==> config.mk <==
export PLATFORM = sky130hd
export DESIGN_NAME = invader_formation
export DESIGN_NICKNAME = d
export VERILOG_FILES = /design/src/rtl/invader_formation.sv
export SDC_FILE = /design/constraint.sdc
export NUM_CORES = 1
export LEC_CHECK = 0
export CAP_MARGIN = 10
export CORE_UTILIZATION = 59
export DETAILED_ROUTE_END_ITERATION = 16
export GPL_ROUTABILITY_DRIVEN = 0
export PLACE_DENSITY = 0.83
export SLEW_MARGIN = 20
export SYNTH_ARGS = -nofsm -noshare
export SYNTH_HDL_FRONTEND = slang
export SYNTH_SLANG_ARGS = --single-unit
==> constraint.sdc <==
create_clock -name dclk -period 5.3 [get_ports dclk]
set_input_delay 0.53 -clock dclk [delete_from_list [all_inputs] [get_ports dclk]]
set_output_delay 0.53 -clock dclk [all_outputs]
set_load 0.1 [all_outputs]
==> src/rtl/invader_formation.sv <==
// Row of N_INV invaders that marches side to side, drops at the live edges,
// takes projectile hits, keeps a saturating score and reports clear/landing.
module invader_formation #(
    parameter int N_INV       = 5,
    parameter int SPACING     = 40,
    parameter int HALF_W      = 10,
    parameter int HEIGHT      = 20,
    parameter int PROJ_HALF   = 5,
    parameter int X_MIN       = 96,
    parameter int X_MAX       = 389,
    parameter int X_START     = 100,
    parameter int Y_START     = 10,
    parameter int DROP        = 5,
    parameter int Y_LIMIT     = 400,
    parameter int POINTS      = 50,
    parameter int BASE_PERIOD = 2
) (
    input  logic             dclk,
    input  logic             clr,
    input  logic             tick,
    input  logic             play,
    input  logic             proj_valid,
    input  logic [9:0]       proj_x,
    input  logic [9:0]       proj_y,
    output logic [9:0]       enemy_x,
    output logic [9:0]       enemy_y,
    output logic [N_INV-1:0] alive,
    output logic             hit_pulse,
    output logic [3:0]       hit_idx,
    output logic             proj_consume,
    output logic [13:0]      score,
    output logic             cleared,
    output logic             landed,
    output logic [1:0]       state
);

    typedef enum logic [1:0] {
        S_IDLE    = 2'd0,
        S_MARCH   = 2'd1,
        S_CLEARED = 2'd2,
        S_LANDED  = 2'd3
    } state_t;

    localparam int PERIOD_LO = (BASE_PERIOD / 2 > 1) ? BASE_PERIOD / 2 : 1;
    localparam int DIV_W     = (BASE_PERIOD > 1) ? $clog2(BASE_PERIOD) : 1;
    localparam int CNT_W     = $clog2(N_INV + 1);

    localparam logic [DIV_W-1:0]  DIV_TOP_HI   = DIV_W'(BASE_PERIOD - 1);
    localparam logic [DIV_W-1:0]  DIV_TOP_LO   = DIV_W'(PERIOD_LO - 1);
    localparam logic [CNT_W-1:0]  HALF_CNT     = CNT_W'(N_INV / 2);
    localparam logic [N_INV-1:0]  ALL_ALIVE    = {N_INV{1'b1}};
    localparam logic [N_INV-1:0]  ONE_BIT      = N_INV'(1);
    localparam logic [13:0]       SCORE_MAX    = 14'd9999;
    localparam logic [13:0]       SCORE_SAT_AT = 14'(9999 - POINTS);
    localparam logic signed [11:0] REACH       = 12'(HALF_W + PROJ_HALF);

    state_t             state_reg, state_next;
    logic [9:0]         x_reg, x_next;
    logic [9:0]         y_reg, y_next;
    logic [N_INV-1:0]   alive_reg, alive_next;
    logic               dir_reg, dir_next;      // 1 = moving right
    logic [DIV_W-1:0]   div_reg, div_next;
    logic [13:0]        score_reg, score_next;
    logic               hit_pulse_reg, hit_pulse_next;
    logic [3:0]         hit_idx_reg, hit_idx_next;

    logic [11:0]        x12, y12;
    logic [N_INV-1:0]   col_hit;
    logic [3:0]         lo, hi, kill_idx;
    logic [CNT_W-1:0]   pop;
    logic               kill_any;
    logic [DIV_W-1:0]   div_top;
    logic               right_ok, left_ok;
    logic               step, drop, land_now;

    assign x12 = {2'b00, x_reg};
    assign y12 = {2'b00, y_reg};

    // Per-column overlap test against the registered (pre-step) position.
    generate
        for (genvar gi = 0; gi < N_INV; gi++) begin : g_col
            localparam logic [11:0] COL_OFF = 12'(gi * SPACING);
            logic [11:0]        col_cx;
            logic signed [11:0] dx;
            logic [11:0]        dy;
            assign col_cx = x12 + COL_OFF;
            assign dx     = $signed({2'b00, proj_x}) - $signed(col_cx);
            assign dy     = {2'b00, proj_y} - y12;
            assign col_hit[gi] = proj_valid && alive_reg[gi] && (proj_y > y_reg) &&
                                 (dy < 12'(HEIGHT)) && (dx < REACH) && (dx > -REACH);
        end
    endgenerate

    // Lowest live / highest live column, live count, lowest hit column.
    always_comb begin
        lo       = '0;
        hi       = '0;
        pop      = '0;
        kill_any = 1'b0;
        kill_idx = '0;
        for (int i = N_INV - 1; i >= 0; i--) begin
            if (alive_reg[i]) lo = 4'(i);
            if (col_hit[i]) begin
                kill_any = 1'b1;
                kill_idx = 4'(i);
            end
        end
        for (int i = 0; i < N_INV; i++) begin
            if (alive_reg[i]) hi = 4'(i);
            pop = pop + CNT_W'(alive_reg[i]);
        end
    end

    assign div_top  = (pop > HALF_CNT) ? DIV_TOP_HI : DIV_TOP_LO;
    assign right_ok = (x12 + 12'(hi) * 12'(SPACING) + 12'(HALF_W + 1)) <= 12'(X_MAX);
    // Left bound rearranged so the sum never goes below zero.
    assign left_ok  = (x12 + 12'(lo) * 12'(SPACING)) >= 12'(X_MIN + HALF_W + 1);

    always_comb begin
        x_next         = x_reg;
        y_next         = y_reg;
        dir_next       = dir_reg;
        alive_next     = alive_reg;
        div_next       = div_reg;
        score_next     = score_reg;
        hit_pulse_next = 1'b0;
        hit_idx_next   = hit_idx_reg;
        step           = 1'b0;
        drop           = 1'b0;
        land_now       = 1'b0;
        if (!play) begin
            x_next     = 10'(X_START);
            y_next     = 10'(Y_START);
            dir_next   = 1'b1;
            alive_next = ALL_ALIVE;
            div_next   = '0;
        end else begin
            case (state_reg)
                S_IDLE: begin
                    score_next = '0;
                    alive_next = ALL_ALIVE;
                end
                S_MARCH: begin
                    if (tick) begin
                        if (div_reg >= div_top) begin
                            div_next = '0;
                            step     = 1'b1;
                        end else begin
                            div_next = div_reg + DIV_W'(1);
                        end
                    end
                    if (step) begin
                        if (dir_reg) begin
                            if (right_ok) x_next = x_reg + 10'd1;
                            else          drop   = 1'b1;
                        end else begin
                            if (left_ok)  x_next = x_reg - 10'd1;
                            else          drop   = 1'b1;
                        end
                    end
                    if (drop) begin
                        y_next   = y_reg + 10'(DROP);
                        dir_next = ~dir_reg;
                        land_now = (y12 + 12'(DROP) + 12'(HEIGHT)) >= 12'(Y_LIMIT);
                    end
                    if (kill_any) begin
                        alive_next     = alive_reg & ~(ONE_BIT << kill_idx);
                        hit_pulse_next = 1'b1;
                        hit_idx_next   = kill_idx;
                        score_next     = (score_reg >= SCORE_SAT_AT) ? SCORE_MAX
                                                                     : score_reg + 14'(POINTS);
                    end
                end
                default: ;
            endcase
        end
    end

    always_ff @(posedge dclk or negedge clr) begin
        if (!clr) begin
            state_reg <= S_IDLE;
        end else begin
            state_reg <= state_next;
        end
    end

    // A kill that empties the row wins over a simultaneous landing.
    always_comb begin
        state_next = state_reg;
        if (!play) begin
            state_next = S_IDLE;
        end else begin
            case (state_reg)
                S_IDLE:  state_next = S_MARCH;
                S_MARCH: begin
                    if (alive_next == '0) state_next = S_CLEARED;
                    else if (land_now)    state_next = S_LANDED;
                end
                default: ;
            endcase
        end
    end

    always_comb begin
        state   = state_reg;
        cleared = (state_reg == S_CLEARED);
        landed  = (state_reg == S_LANDED);
    end

    always_ff @(posedge dclk or negedge clr) begin
        if (!clr) begin
            x_reg         <= 10'(X_START);
            y_reg         <= 10'(Y_START);
            alive_reg     <= ALL_ALIVE;
            dir_reg       <= 1'b1;
            div_reg       <= '0;
            score_reg     <= '0;
            hit_pulse_reg <= 1'b0;
            hit_idx_reg   <= '0;
        end else begin
            x_reg         <= x_next;
            y_reg         <= y_next;
            alive_reg     <= alive_next;
            dir_reg       <= dir_next;
            div_reg       <= div_next;
            score_reg     <= score_next;
            hit_pulse_reg <= hit_pulse_next;
            hit_idx_reg   <= hit_idx_next;
        end
    end

    assign enemy_x      = x_reg;
    assign enemy_y      = y_reg;
    assign alive        = alive_reg;
    assign hit_pulse    = hit_pulse_reg;
    assign proj_consume = hit_pulse_reg;
    assign hit_idx      = hit_idx_reg;
    assign score        = score_reg;

endmodule

# == After elaboration in Yosys (flattened, before gate mapping) ==
# Cells that the tools add are included.
# totals
word_cells,165
in_bits,25
ff_bits,48
out_inout_bits,49
# op_classes
bitwise_logic,3
mux,62
order_cmp,18
n_reduce_logical,34
n_shift,1
eq_ne,12
mul,2
add_sub_neg,24
# ops
operator,n
2-to-1 mux 10 bit,9
< comparator 12 x 5 -> 1 bit (second input constant),5
> comparator 12 x 5 -> 1 bit (second input constant),4
subtractor 10 x 11 -> 12 bit,4
2-to-1 mux 4 bit,9
2-to-1 mux 1 bit,30
2-to-1 mux 14 bit,2
one-hot mux 14 bit (2 select lines),1
logical AND 1 bit,25
adder 10 x 10 -> 11 bit,2
adder 10 x 7 -> 11 bit (second input constant),2
subtractor 10 x 10 -> 11 bit,2
adder 14 x 6 -> 14 bit (second input constant),1
>= comparator 14 bit (second input constant),1
multiplier 4 x 3 -> 7 bit (second input constant),2
adder 11 x 4 -> 12 bit (second input constant),1
adder 11 x 5 -> 12 bit (second input constant),1
>= comparator 12 x 9 -> 1 bit (second input constant),1
less-or-equal comparator 12 x 9 -> 1 bit (second input constant),1
2-to-1 mux 3 bit,4
adder 10 x 3 -> 11 bit (second input constant),1
adder 10 x 6 -> 11 bit (second input constant),1
adder 10 x 8 -> 11 bit (second input constant),1
>= comparator 11 x 7 -> 1 bit (second input constant),1
other kinds (33),45

# == Depth between registers and ports, before layout ==
# Gate-level depths: netlist of the first run.
# logic_depth
depth_word,21
ltp_mapped,17
depth_no_buf,16

# == Worst setup path before layout of the first run ==
# No wires, ideal clock.
# synth_timing
path_kind,register to register
from,"register x_reg[1], in the netlist enemy_x[1]"
to,"register score_reg[3], in the netlist score[3]"
t_arrival_ps,4700
period_less_slack_ps,4826
path_slack_ps,474
required_time_ps,5175
path_buffers,0
stages_incl_launch_ff,14
setup_time_ps,125
cell_sequence,dfrtp_1 > inv_1 > ha_1 > ha_1 > fa_1 > xnor2_1 > a21o_1 > or4_1 > or4_1 > mux2i_2 > a2111o_2 > or2_4 > nand4_4 > o221a_1
# synth_via
elab_chain_len,12
word_cells_on_any_way,36
classes_between,9 x add/sub; 10 x order compare; 1 x eq/ne; 5 x mux; 11 x reduce/logical
# synth_rtl
item,line,rtl
start: declaration,58,"logic [9:0] x_reg, x_next;"
start signal: assignment,212,x_reg <= 10'(X_START);
start signal: assignment,221,x_reg <= x_next;
adder 10 x 8 -> 11 bit,86,assign col_cx = x12 + COL_OFF;
subtractor 10 x 11 -> 12 bit,87,"assign dx = $signed({2'b00, proj_x}) - $signed(col_cx);"
< comparator 12 x 5 -> 1 bit,90,(dy < 12'(HEIGHT)) && (dx < REACH) && (dx > -REACH);
logical AND 1 bit (2 in series),90,
2-to-1 mux 1 bit (4 in series),103,if (col_hit[i]) begin
2-to-1 mux 1 bit *,103,
inequality test 2 bit (no source line) *,-,
AND reduction 3 bit (no source line) *,-,
end signal: assignment,226,score_reg <= score_next;
end: declaration,63,"logic [13:0] score_reg, score_next;"
# Every way passes the cells marked *; elsewhere a longest branch is shown, timed or not.
# A chain may end at the register's enable or synchronous reset.

# == Worst setup path after layout of the first run ==
# layout_timing
from,"register x_reg[1], in the netlist enemy_x[1]"
to,"register score_reg[1], in the netlist score[1]"
# The elaborated chain is that of the path after synthesis.

==> results of run 1 <==
[worst max-delay path, cell delays in order (launching register included)]
cell and delay (ps):
dfrtp_1 610, inv_1 200, ha_1 300, fa_1 500, a211oi_1 510, o311ai_0 380, a2111oi_0 520, nor4_1 120
nor4_1 270, o2bb2a_1 290, nor2b_1 280, o21ai_1 260, o31ai_1 290, a22oi_1 100
[layer usage]
metal | GRT usage (%) | part of all wire (%) | vias up
li1 | - | - | 3248
met1 | 43.64 | 41 | 3370
met2 | 57.87 | 49 | 330
met3 | 4.961 | 7.6 | 56
met4 | 12.84 | 3.0 | 0
met5 | 0 | 0 | -
[cells in the final DEF, fill, tap and decap left out, types with 14 or more instances in the layout]
cell type        synthesis  final
nand3_1                 23     23
xnor2_1                 32     32
nor3b_1                 18     18
dfrtp_1                 36     36
a21oi_1                 48     48
nor2b_1                 21     21
fa_1                    14     14
nand2_1                 49     49
o21ai_0                 39     39
clkdlybuf4s50_1          0     71
nor2_1                  88     88
ha_1                    85     85
nor3_1                  23     23
o211ai_1                19     19
inv_1                   72     72
nand2b_1                15     15
[power breakdown]
group	leakage (nW)	internal (mW)	total [mW]	switching (mW)
combinational	2.59	0.161	0.415	0.255
sequential	0.615	0.363	0.371	0.00845
clock	0.0911	0.271	0.416	0.145
[cell type report]
cell class	count	area (um^2)	area share (%)
clock buffer	6	128.9	1.665
sequential	47	1190	15.37
clock inverter	2	60.06	0.7759
inverter	74	277.8	3.589
timing repair buffer	76	748.2	9.667
tap	140	175.2	2.263
multi-input combinational	706	5160	66.67
[cell families (layout without fill, tap and decap cells)]
group	count (synthesis)	count (layout)	share of synthesized area, %
other	1	2	0.05570
flip-flops	47	47	17.67
adder cells (fa/ha/maj)	99	99	19.96
buffers and inverters	99	158	5.742
AO/OA/AOI/OAI	224	224	23.06
AND/OR/NAND/NOR	328	328	26.35
XOR/XNOR	43	43	5.594
multiplexers	10	10	1.561
[through the flow]
step           hold slack, ps  utilization (%)  setup slack, ps
3_3_place_gp            483.5            68.73            527.7
2_1_floorplan           234.4                -            474.3
4_1_cts                 487.2            70.45            563.8
3_5_place_dp            482.9            68.73            366.6
6_report                245.6            70.47            509.9
5_1_grt                 306.9            70.47            176.1
[worst paths after layout]
path                            start         end  slack [ps]  cells past startpoint
max reg2reg                enemy_x[1]    score[1]         510                     13
min in group dclk          hit_idx[0]  hit_idx[0]         490                      1
max                        enemy_x[1]    score[1]         510                     13
min reg2reg                hit_idx[0]  hit_idx[0]         490                      1
max in group asynchronous         clr  enemy_y[2]        4630                      1
min                               clr   score[11]         250                      1
==> impl_metrics.env, run 1 <==
export IMPL_portBuffers=72
export IMPL_floorplan_initialDensity_pct=61.30
export IMPL_period_needed_ps=4790
export IMPL_ys_seq_elements=47
export IMPL_synth_ff_type="dfrtp_1"
export IMPL_max_cap_violations=0
export IMPL_synth_area_um2=6733
export IMPL_cts_tree="built"
export IMPL_crit_fanout=11
export IMPL_synth_edf_count=0
export IMPL_diodes=0
export IMPL_rows=38
export IMPL_cts_buffer_depth=2
export IMPL_dp_cells=1043
export IMPL_dp_hpwl_um=15040
export IMPL_outcome="finished clean"
export IMPL_ant_nets=0
export IMPL_die_area_um2=11840
export IMPL_yosys_top_cells_area="ha_1 (16%), dfrtp_1 (13%), nor2_1 (4.9%)"
export IMPL_ctsHoldBuffers=0
export IMPL_syn_inst=851
export IMPL_final_setup_tns_ps=0
export IMPL_cts_clk_slew_worst_paths_ps=70
export IMPL_fin_skew_ps=8.306
export IMPL_syn_area_per_cell_um2=7.912
export IMPL_cts_setup_buffers=0
export IMPL_grt_pass1_wl_um=32080
export IMPL_critPathCaptureType="register"
export IMPL_grt_overflow_total=0
export IMPL_synthToLayoutAreaGrowth_pct=14.96
export IMPL_arrival_ps=4940
export IMPL_period_share_pct=90.38
export IMPL_fmaxAchievable_mhz=208.8
export IMPL_vias_per_cell=6.664
export IMPL_worstPathRequired_ps=5450
export IMPL_routed_wl_um=19510
export IMPL_peakVddDrop_v=0.0001242
export IMPL_nFillCells=871
export IMPL_synth_top_area_cell="ha_1"
export IMPL_yosysTopAreaCellShare_pct=15.80
export IMPL_die_y_um=108.8
export IMPL_yosysMostFrequentCell="nor2_1"
export IMPL_yosysSeqAreaShare_pct=17.67
export IMPL_finalHoldViolCount=0
export IMPL_slew_violations=0
export IMPL_cts_htree_levels=2
export IMPL_finalPower_mw=1.202
export IMPL_largest_reg_flops=14
export IMPL_yosys_warnings=0
export IMPL_fp_coreArea_um2=10980
export IMPL_instances_no_fill=1051
export IMPL_cts_sinks=47
export IMPL_worstHoldPathType="in2async"
export IMPL_final_nets=1034
export IMPL_critPathKind="reg2reg"
export IMPL_root_buffer="clkbuf_16"
export IMPL_cts_buffers_inserted=5
export IMPL_drtPass1Iterations=5
export IMPL_drt_iter0_markers=564
export IMPL_setup_viol=0
export IMPL_stdcell_area_um2=7740
export IMPL_drc=0
export IMPL_worst_setup_path_start_kind="register"
export IMPL_die_w_um=108.8
export IMPL_drive_above_1_share_pct=4.501
export IMPL_tightest_slew_ps=1030
export IMPL_clock_latency_ps=300
export IMPL_synth_distinct_cells=83
export IMPL_synthArstFlopShare_pct=100.0
export IMPL_grt_antenna_before_repair=0
export IMPL_place_area_um2=7548
export IMPL_grt_max_degree=48
export IMPL_num_vias=7004
export IMPL_p_per_area_nw_per_um2=155.3
export IMPL_post_cts_resized=0
export IMPL_grtUsageTotal_pct=34.07
export IMPL_maxSlewHeadroom_pct=31.13
export IMPL_grt_pass1_vias=6762
export IMPL_avgRoutedWirePerCell_um=18.57
export IMPL_rsz0062_at_grt="no"
export IMPL_ioPinCount=74
export IMPL_synth_common_cells="nor2_1 (88), ha_1 (85), inv_1 (72), nand2_1 (49), a21oi_1 (48)"
export IMPL_p_leak_nw=3.293
No activity file was read; power rests on OpenSTA's default activity.
==> run 2: changes to the inputs <==
--- a/config.mk
+++ b/config.mk
@@ -6,11 +6,13 @@
 export NUM_CORES = 1
 export LEC_CHECK = 0
 export CAP_MARGIN = 10
-export CORE_UTILIZATION = 59
+export CORE_UTILIZATION = 65
 export DETAILED_ROUTE_END_ITERATION = 16
+export DONT_BUFFER_PORTS = 1
 export GPL_ROUTABILITY_DRIVEN = 0
-export PLACE_DENSITY = 0.83
-export SLEW_MARGIN = 20
+export GPL_TIMING_DRIVEN = 0
+export PLACE_DENSITY = 0.81
+export SLEW_MARGIN = 10
 export SYNTH_ARGS = -nofsm -noshare
 export SYNTH_HDL_FRONTEND = slang
 export SYNTH_SLANG_ARGS = --single-unit
==> impl_metrics.env, run 2 (synthesis gave the netlist of run 1 again) <==
export IMPL_cts_htree_levels=2
export IMPL_nFillCells=799
export IMPL_drtPass1Iterations=6
export IMPL_critPathKind="reg2reg"
export IMPL_portBuffers=0
export IMPL_avgRoutedWirePerCell_um=18.64
export IMPL_die_area_um2=10770
export IMPL_tightest_slew_ps=1246
export IMPL_crit_family="compound AO/OA/AOI/OAI gates"
export IMPL_p_leak_nw=3.027
export IMPL_worstHoldPathType="in2async"
export IMPL_critPathBufInv=1
export IMPL_crit_chain="inv_1, a21oi_1, nand2b_1, ha_1, ha_1, or4_1, a31oi_1, o21bai_1, xnor2_1, o311ai_0, nand4_1, nor4_1, xnor2_1, nor2_1"
export IMPL_vias_per_cell=6.715
export IMPL_max_stage_delay_ps=930
export IMPL_routed_wl_um=18560
export IMPL_die_w_um=103.8
export IMPL_stdcell_area_um2=7068
export IMPL_rsz0062_at_grt="no"
export IMPL_root_buffer="clkbuf_8"
export IMPL_multi_input_area_um2=5177
export IMPL_floorplan_initialDensity_pct=67.94
export IMPL_seq_area_um2=1201
export IMPL_outcome="finished clean"
export IMPL_drt_iter0_markers=737
export IMPL_ant_nets=0
export IMPL_cts_buffers_inserted=5
export IMPL_p_per_area_nw_per_um2=139.1
export IMPL_cts_clk_slew_worst_paths_ps=90
export IMPL_largest_reg_flops=14
export IMPL_num_vias=6688
export IMPL_grt_max_degree=37
export IMPL_grt_antenna_before_repair=0
export IMPL_cts_setup_buffers=0
export IMPL_diodes=0
export IMPL_ioPinCount=74
export IMPL_cts_tree="built"
export IMPL_drive_above_1_share_pct=6.257
export IMPL_cts_buffer_depth=2
export IMPL_arrival_ps=5190
export IMPL_fin_skew_ps=8.392
export IMPL_cts_sinks=47
export IMPL_layout_cells_most_common="nor2_1"
export IMPL_crit_fanout=5
export IMPL_worstPathRequired_ps=5480
export IMPL_critPathCaptureType="register"
export IMPL_dp_hpwl_um=14510
export IMPL_place_area_um2=6939
export IMPL_slew_violations=0
export IMPL_rows=36
export IMPL_hold_ws_ps=54.54
export IMPL_die_y_um=103.8
export IMPL_clock_latency_ps=310
export IMPL_period_needed_ps=5012
export IMPL_final_nets=986
export IMPL_fp_coreArea_um2=9910
export IMPL_final_setup_tns_ps=0
export IMPL_grt_pass1_wl_um=30670
export IMPL_slowest_stage="dfstp_2"
export IMPL_finalHoldViolCount=0
export IMPL_synthToLayoutAreaGrowth_pct=4.981
export IMPL_fmaxAchievable_mhz=199.5
export IMPL_max_cap_violations=0
export IMPL_layout_common_cells="nor2_1 (86), ha_1 (85), inv_1 (72)"
export IMPL_worst_setup_path_start_kind="register"
export IMPL_peakVddDrop_v=0.0002195
export IMPL_grt_overflow_total=0
export IMPL_setup_viol=0
export IMPL_grtUsageTotal_pct=34.61
export IMPL_maxSlewHeadroom_pct=16.95
export IMPL_drc=0
export IMPL_grt_pass1_vias=6422
export IMPL_postLayoutCoreUtil_pct=71.33
export IMPL_period_share_pct=94.57
run 2: area by class of cell:
class                           count  area share (%)
Clock inverter                      2          0.1770
Buffer                             25           1.540
Multi-Input combinational cell    706           73.25
Tap cell                          133           2.354
Inverter                           74           3.930
Clock buffer                        6           1.027
Sequential cell                    47           16.99
Timing Repair Buffer                3          0.7258
run 2: final timing paths:
kind                            startpoint         end  slack [ps]  depth (start not counted)
min in group dclk                     tick     div_reg         490                          2
worst min register to register     div_reg     div_reg         600                          2
worst max-delay path              alive[2]  enemy_y[8]         290                         14
worst max register to register    alive[2]  enemy_y[8]         290                         14
max in group asynchronous              clr  enemy_x[1]        5010                          1
worst min-delay path                   clr   hit_pulse          50                          1
run 2: worst register-to-register path, stage by stage (launching register included):
cell and delay, ps:
dfstp_2 930, inv_1 290, a21oi_1 260, nand2b_1 90
ha_1 280, ha_1 270, or4_1 530, a31oi_1 220
o21bai_1 120, xnor2_1 150, o311ai_0 850, nand4_1 300
nor4_1 380, xnor2_1 160, nor2_1 50
run 2: timing repair:
item                                   in CTS  in global routing
endpoints found under the hold margin      36                  0
resized for setup                           1                  7
setup endpoints to repair                  18                 18
hold buffers                                1                  0
run 2: metal layers:
layer  GRT usage, %  wire (um)  vias to the layer above
met4          15.10        709                        0
met2          58.63       8779                      320
li1               -          -                     3152
met3          5.979       1441                       66
met1          43.27       7632                     3150
met5              0          0                        -
run 2: where the power goes:
group | switching, mW | internal, mW
combinational | 0.230 | 0.143
sequential | 0.0270 | 0.363
clock | 0.127 | 0.0925
total | 0.385 | 0.599
run 2: through the flow:
stage          cells  worst slack, ps  power [mW]
6_report         996            287.8      0.9832
3_5_place_dp     987           -277.8      0.7473
4_1_cts          996            60.77      0.9732
5_1_grt          996            60.44       1.036
3_3_place_gp     985           -78.65      0.7321
2_1_floorplan    852            474.3      0.6724
==> run 3: changes to the inputs <==
--- a/config.mk
+++ b/config.mk
@@ -10,7 +10,7 @@
 export DETAILED_ROUTE_END_ITERATION = 16
 export DONT_BUFFER_PORTS = 1
 export GPL_ROUTABILITY_DRIVEN = 0
-export GPL_TIMING_DRIVEN = 0
+export GPL_TIMING_DRIVEN = 1
 export PLACE_DENSITY = 0.81
 export SLEW_MARGIN = 10
 export SYNTH_ARGS = -nofsm -noshare
==> impl_metrics.env, run 3 (synthesis gave the netlist of run 1 again) <==
export IMPL_portBuffers=0
export IMPL_crit_chain="inv_1, ha_1, inv_1, fa_1, nor2b_1, o311ai_0, a21oi_1, o311ai_0, nand3_1, o2bb2a_1, nor2b_1, o211ai_2, a31oi_1, o41ai_1"
export IMPL_routed_wl_um=19250
export IMPL_drc=0
export IMPL_fmaxAchievable_mhz=213.4
export IMPL_cts_tree="built"
export IMPL_arrival_ps=4850
export IMPL_final_nets=979
export IMPL_layout_cells_most_common="nor2_1"
export IMPL_vias_per_cell=6.799
export IMPL_grt_pass1_wl_um=31930
export IMPL_finalPower_mw=1.050
export IMPL_slowest_stage="o311ai_0"
export IMPL_ant_nets=0
export IMPL_cts_sinks=47
export IMPL_final_setup_tns_ps=0
export IMPL_crit_fanout=10
export IMPL_drtPass1Iterations=5
export IMPL_grt_antenna_before_repair=0
export IMPL_period_share_pct=88.42
export IMPL_place_area_um2=6950
export IMPL_worstPathRequired_ps=5460
export IMPL_avgRoutedWirePerCell_um=19.46
export IMPL_p_per_area_nw_per_um2=148.2
export IMPL_floorplan_initialDensity_pct=67.94
export IMPL_layout_common_cells="nor2_1 (86), ha_1 (85), inv_1 (72)"
export IMPL_rsz0062_at_grt="no"
export IMPL_r2r_start="enemy_x[2]"
export IMPL_fp_coreArea_um2=9910
export IMPL_grt_pass1_vias=6731
export IMPL_critPathKind="reg2reg"
export IMPL_grt_max_degree=37
export IMPL_nFillCells=785
export IMPL_max_cap_violations=0
export IMPL_hold_ws_ps=42.56
export IMPL_tightest_slew_ps=1126
export IMPL_diodes=0
export IMPL_p_leak_nw=3.075
export IMPL_setup_viol=0
export IMPL_period_needed_ps=4686
export IMPL_fin_skew_ps=9.322
export IMPL_finalHoldViolCount=0
export IMPL_max_stage_delay_ps=820
export IMPL_slew_violations=0
export IMPL_drive_above_1_share_pct=7.126
export IMPL_die_y_um=103.8
export IMPL_num_vias=6724
export IMPL_die_w_um=103.8
export IMPL_cts_clk_slew_worst_paths_ps=110
export IMPL_rows=36
export IMPL_postLayoutCoreUtil_pct=71.50
export IMPL_dp_slack_ps=766.7
export IMPL_root_buffer="clkbuf_8"
export IMPL_critPathCaptureType="register"
export IMPL_clock_latency_ps=320
export IMPL_seq_area_um2=1191
export IMPL_cts_buffer_depth=2
export IMPL_critPathBufInv=2
export IMPL_fin_ws_ps=613.5
export IMPL_outcome="finished clean"
export IMPL_dp_hpwl_um=14930
export IMPL_maxSlewHeadroom_pct=24.82
export IMPL_synthToLayoutAreaGrowth_pct=5.241
export IMPL_cts_htree_levels=2
export IMPL_multi_input_area_um2=5165
export IMPL_dp_cells=980
export IMPL_grt_overflow_total=0
export IMPL_worst_setup_path_start_kind="register"
export IMPL_drt_iter0_markers=697
export IMPL_cts_buffers_inserted=5
export IMPL_crit_family="compound AO/OA/AOI/OAI gates"
export IMPL_largest_reg_flops=14
export IMPL_grtUsageTotal_pct=35.87
export IMPL_die_area_um2=10770
export IMPL_peakVddDrop_v=0.0001064
export IMPL_startpoint="enemy_x[2]"
export IMPL_post_cts_resized=0
export IMPL_ioPinCount=74
export IMPL_worstHoldPathType="in2async"
export IMPL_instances_no_fill=989
export IMPL_stdcell_area_um2=7086
==> run 3: cell types whose count changed in the layout (fill, tap and decap cells not counted), sizes merged <==
cell,previous run,this run
clkbuf,22,5
inv,72,73
clkinv,3,2
bufinv,0,1
buf,12,21
==> run 3: report_power, final <==
group / internal, mW / switching (mW)
clock network: 0.143 / 0.148
registers: 0.363 / 0.0132
logic: 0.143 / 0.241
total: 0.648 / 0.402
==> run 3: layer usage <==
| layer | wire (um) | global-route usage, % | vias to the layer above |
|---|---|---|---|
| met5 | 0 | 0 | - |
| met4 | 704 | 14.80 | 0 |
| met3 | 1589 | 6.167 | 76 |
| met2 | 9030 | 60.59 | 344 |
| met1 | 7925 | 45.35 | 3168 |
| li1 | - | - | 3136 |
==> run 3: what timing repair did <==
item / in CTS / in global routing
buffers inserted: 0 / 0
endpoints found under the hold margin: 36 / 0
hold buffers: 1 / 0
==> run 3: final timing paths <==
path | cells after the start | to | slack, ps
max in group asynchronous | 1 | hit_pulse | 5030
max reg2reg | 14 | score[12] | 610
min | 0 | enemy_y[3] | 40
min in group dclk | 1 | enemy_y[3] | 240
min reg2reg | 1 | alive[2] | 560
max | 14 | score[12] | 610
==> run 3: cell type report <==
cell class | count | area share [%]
Tap cell | 133 | 2.349
Timing Repair Buffer | 21 | 2.402
Sequential cell | 47 | 16.81
Clock inverter | 3 | 0.6534
Multi-Input combinational cell | 706 | 72.89
Clock buffer | 5 | 0.9712
Inverter | 74 | 3.920
